**src/rtl/mult_rom_serial_param.sv**
```systemverilog
// mult_rom_serial_param: serial digit-by-digit multiplier built on one 4x4 product LUT
module mult_rom_serial_param #(
  parameter int WIDTH  = 8,
  parameter int SIGNED = 0
) (
  input  logic               clk,
  input  logic               rst,
  input  logic               din_valid,
  output logic               din_ready,
  input  logic [WIDTH-1:0]   mult1,
  input  logic [WIDTH-1:0]   mult2,
  output logic               dout_valid,
  input  logic               dout_ready,
  output logic [2*WIDTH-1:0] dout,
  output logic               busy
);
  localparam int N  = WIDTH / 4;
  localparam int CW = (N > 1) ? $clog2(N) : 1;
  localparam logic [CW-1:0] LAST = CW'(N - 1);
  generate
    if (WIDTH < 4 || WIDTH % 4 != 0) begin : g_bad_width
      $error("mult_rom_serial_param: WIDTH must be a multiple of 4 and at least 4");
    end
  endgenerate
  typedef enum logic [1:0] {IDLE, CALC, DONE} state_t;
  state_t state, nxt;
  logic [WIDTH-1:0]   a, b, ma, mb;
  logic               neg, last;
  logic [CW-1:0]      i, j;
  logic [7:0]         pp;
  logic [2*WIDTH-1:0] acc, ppx, sum;
  logic [CW+2:0]      sh;
  function automatic logic [7:0] lut(input logic [3:0] x, input logic [3:0] y);
    return {4'b0, x} * {4'b0, y};
  endfunction
  assign ma   = (SIGNED != 0 && mult1[WIDTH-1]) ? -mult1 : mult1;
  assign mb   = (SIGNED != 0 && mult2[WIDTH-1]) ? -mult2 : mult2;
  assign last = (i == LAST) && (j == LAST);
  assign pp   = lut(a[4*i +: 4], b[4*j +: 4]);
  assign ppx  = (2*WIDTH)'(pp);
  assign sh   = {({1'b0, i} + {1'b0, j}), 2'b00};
  assign sum  = acc + (ppx << sh);
  assign din_ready  = state == IDLE;
  assign dout_valid = state == DONE;
  assign busy       = state != IDLE;
  // state register
  always_ff @(posedge clk)
    state <= rst ? IDLE : nxt;
  // next-state logic
  always_comb begin
    nxt = state;
    case (state)
      IDLE:    nxt = din_valid ? CALC : IDLE;
      CALC:    nxt = last ? DONE : CALC;
      DONE:    nxt = dout_ready ? IDLE : DONE;
      default: nxt = IDLE;
    endcase
  end
  // operand capture, digit walk, accumulation and result load
  always_ff @(posedge clk) begin
    if (rst) begin
      a    <= '0;
      b    <= '0;
      neg  <= 1'b0;
      acc  <= '0;
      i    <= '0;
      j    <= '0;
      dout <= '0;
    end else if (state == IDLE && din_valid) begin
      a   <= ma;
      b   <= mb;
      neg <= (SIGNED != 0) && (mult1[WIDTH-1] ^ mult2[WIDTH-1]);
      acc <= '0;
      i   <= '0;
      j   <= '0;
    end else if (state == CALC) begin
      acc <= sum;
      j   <= (j == LAST) ? '0 : j + 1'b1;
      i   <= last ? '0 : (j == LAST) ? i + 1'b1 : i;
      if (last) dout <= neg ? -sum : sum;
    end
  end
endmodule
```
**config.mk**
```make
export PLATFORM = sky130hd
export DESIGN_NAME = mult_rom_serial_param
export DESIGN_NICKNAME = d
export VERILOG_FILES = /design/src/rtl/mult_rom_serial_param.sv
export SDC_FILE = /design/constraint.sdc
export NUM_CORES = 1
export LEC_CHECK = 0
export BUFFER_PORTS_ARGS = -buffer_cell sky130_fd_sc_hd__clkbuf_2
export CAP_MARGIN = 20
export CORE_MARGIN = 1.5
export CORE_UTILIZATION = 40
export DETAILED_ROUTE_END_ITERATION = 6
export GPL_TIMING_DRIVEN = 0
export SYNTH_ARGS = -nofsm -noshare
export SYNTH_HDL_FRONTEND = slang
export SYNTH_SLANG_ARGS = --single-unit
```
**constraint.sdc**
```tcl
create_clock -name clk -period 5.7 [get_ports clk]
set_input_delay 0.855 -clock clk [delete_from_list [all_inputs] [get_ports clk]]
set_output_delay 0.855 -clock clk [all_outputs]
set_load 0.02 [all_outputs]
```
==> key figures <==
STA
  • Clock Skew: between 15 and 20 ps
  • Min Tclk post-route: between 5000 and 6000 ps
  • RSZ-0062 raised after global routing: no
  • Worst slew pin tran: approximately 600 ps
  • Sum Neg Setup Slack: 0 ps
  • Setup-failing EPs final: 0
  • Crit share post-route: 0.9004
  • Final worst slack: 567.5 ps
  • Achievable frequency: 194.8 MHz
  • Max Slew Vio Count: 0
  • Relative slew margins: 0.6003
  • Final Hold Fails: 0

Worst setup path
  • Worst Reg-to-Reg Cells: 19
  • Crit-path max FO: 8
  • CP Capture Type: flop
  • Critical path launch point type: flop
  • Worst endpoint required time: ~6000 ps
  • FF-to-FF End: acc[15]
  • RR Startpoint: j
  • Worst EP arrival: ~5300 ps
  • Crit Path Category: flop to flop
  • R2r setup slk: ~570 ps

Min path
  • WHS Path Cells: 2
  • Hold Path Sink: dout[3]
  • HP Start: dout[3]
  • Hold WC Path Type: flop to flop

Placed design
  • Pre-CTS setup slack: 584.9 ps
  • Hpwl dp: 6172 um
  • Dpl cell area: about 3600 um^2
  • Port Buf Inserts: 37
  • RD Place Congestion: around 0.87

Yosys
  • Synth Warn #: 0
  • Synth area leader: dfxtp_1
  • Post-synth ARST share: 0
  • Synth Net Count: between 400 and 500
  • Synth top area share: 0.3157
  • Top-count cell post-synth: nand2_1
  • Cells after Synth: 413
  • #FFs+latches synth: between 50 and 60
  • Synthesized area: 3297 um^2
  • Top cells by count, synth: 87 x nand2_1, 52 x dfxtp_1, 46 x a21oi_1
  • Number of synthesized flops with an enable pin: 0
  • Post-synthesis sequential area ratio: 0.3157
  • Top_reg_cell synth: dfxtp_1
  • Syn_area_per_cell: between 7 and 8 um^2
  • Synth top area cells: dfxtp_1 32%, ha_1 11%, nand2_1 9.9%, a21oi_1 7.0%, mux2i_1 3.9%
  • Yosys cell types: 50

Power and ir drop
  • Sequential power share: 0.511
  • Leak: 1.602 nW
  • Tot Pwr: ~0.74 mW
  • Logic pwr share: 0.122
  • P_int: 0.5466 mW
  • Power Dens Cells: between 150 and 200 nW/um^2
  • Net Switching: around 0.19 mW
  • Sw Share: 0.2612
  • Worst vdd ir: 0.0001333 V
  • Clock power frac: 0.367

GRT
  • Vias in the first global route: about 2.7k
  • Global-route wire length before repair: about 13,000 um
  • Initial antenna violation count: 0
  • GR Util All Layers: 0.1870
  • Grt ovf: 0
  • Largest net degree at the start of global routing: 17

Clocking
  • Clk slew on worst S/H paths: roughly 100 ps
  • Clock latency on the worst-skew pair: just over 300 ps
  • Post-CTS Setup Inserts: 0
  • CTS Buf Count: 5
  • CTS hold repair buffers: 0
  • PostCTS Resize Cnt: 0
  • H-tree depth: 2
  • Root buffer cell: clkbuf_8
  • CTS max path bufs: 2
  • CTS Sinks: 52
  • CTS tree: done

Detailed routing
  • Via density: ~5.2
  • Vias: approximately 3k
  • Final wirelength: 7835 um
  • Number of nets with antenna violations after routing: 0
  • DRC viols: 0
  • Detailed Routing Iterations Pass 1: 4
  • 1st-iter DRT viols: 83
  • Routed WL per cell: between 10 and 15 um

Die
  • Die X: 93.79 um
  • Io pins: 39
  • Die H: 93.79 um
  • Row cnt: 32
  • Total core area: around 7800 um^2
  • Area of the die: just under 9000 um^2
  • Initial Utilization: 0.4201

Layout
  • Fin nets: a little over 500
  • Share of cells above drive strength 1: 0.1397
  • Final Instance Area: between 3000 and 4000 um^2
  • Antenna Cells: 0
  • Number of fill cells: 839
  • Multi-input logic area: 2120 um^2
  • Sequential standard cell area: 1041 um^2
  • Syn-to-layout area delta: 13.17%
  • Core Util, Final: 0.4754

Flow run
  • Maxcap violations: 0

Status
  • Status: finished, final reports clean
## sequential cells by signal (all words and copies together) (netlist names)
signal	flops
state	2
i	1
b	8
a	8
acc	16
dout	16
j	1
## power groups by stage
stage | sequential, mW | combinational (mW) | clock (mW)
5_1_grt | 0.379 | 0.102 | 0.291
6_report | 0.378 | 0.0902 | 0.272
3_5_place_dp | 0.386 | 0.0900 | 0
3_3_place_gp | 0.386 | 0.0894 | 0
4_1_cts | 0.378 | 0.0906 | 0.282
2_1_floorplan | 0.385 | 0.0621 | 0
## critical path, cell delays in order, from the launching register on
cell	delay (ps)
dfxtp_1	330
buf_2	210
mux2i_1	190
or2_2	340
fa_1	530
inv_1	50
fa_1	560
inv_1	70
fa_1	450
xor2_1	170
mux2_2	290
nor2b_1	230
ha_1	360
a211oi_1	230
nor2_1	100
a211oi_2	280
a21oi_4	100
xor2_2	250
a21oi_1	100
a31o_1	180
## metal layers
layer,global-route usage,up-vias,share of wire
met5,0,-,0
met4,0.05597,0,0.011
met3,0.02427,8,0.038
met2,0.2850,49,0.44
met1,0.2733,1367,0.51
li1,-,1506,-
## per-stage QoR
step	std cells	hold WS (ps)
final	560	459.9
after global routing	560	477.9
after CTS	560	457.7
after detailed placement	552	445.6
after global placement	552	442.0
after floorplan	413	435.7
## cells in the final DEF, fill, tap and decap left out, types with 13 or more instances in the layout
| cell | synthesis | final |
|---|---|---|
| clkbuf_2 | 0 | 37 |
| nand2_1 | 87 | 87 |
| dfxtp_1 | 52 | 52 |
| mux2i_1 | 13 | 13 |
| a21oi_1 | 46 | 46 |
| nor2_1 | 32 | 32 |
| ha_1 | 28 | 28 |
| inv_1 | 15 | 15 |
| clkbuf_1 | 15 | 15 |
## cell type report
cell class | count | share of cell area
Buffer | 19 | 0.02046
Clock buffer | 6 | 0.02213
Clock inverter | 2 | 0.01040
Inverter | 16 | 0.01610
Multi-Input combinational cell | 326 | 0.5681
Sequential cell | 52 | 0.2790
Tap cell | 102 | 0.03421
Timing Repair Buffer | 37 | 0.04963
## cell families after synthesis
kind of cell	share of synthesized area
compound gates	0.1810
xor+xnor	0.04744
fa+ha+maj	0.1366
buf+inv	0.04136
flops	0.3158
mux	0.04630
simple gates	0.2315
## worst max-delay path by stage
stage                     slack [ps]  cells after the start  startpoint        to
final                            570                     19           j   acc[15]
after detailed placement         580                     21           j  dout[14]
after CTS                        570                     19           j   acc[15]
after global placement           600                     21           j   acc[15]
after global routing             150                     21           j   acc[12]
after floorplan                 1000                     21           i   acc[15]
Note: power is estimated with default switching activity, not from simulation.
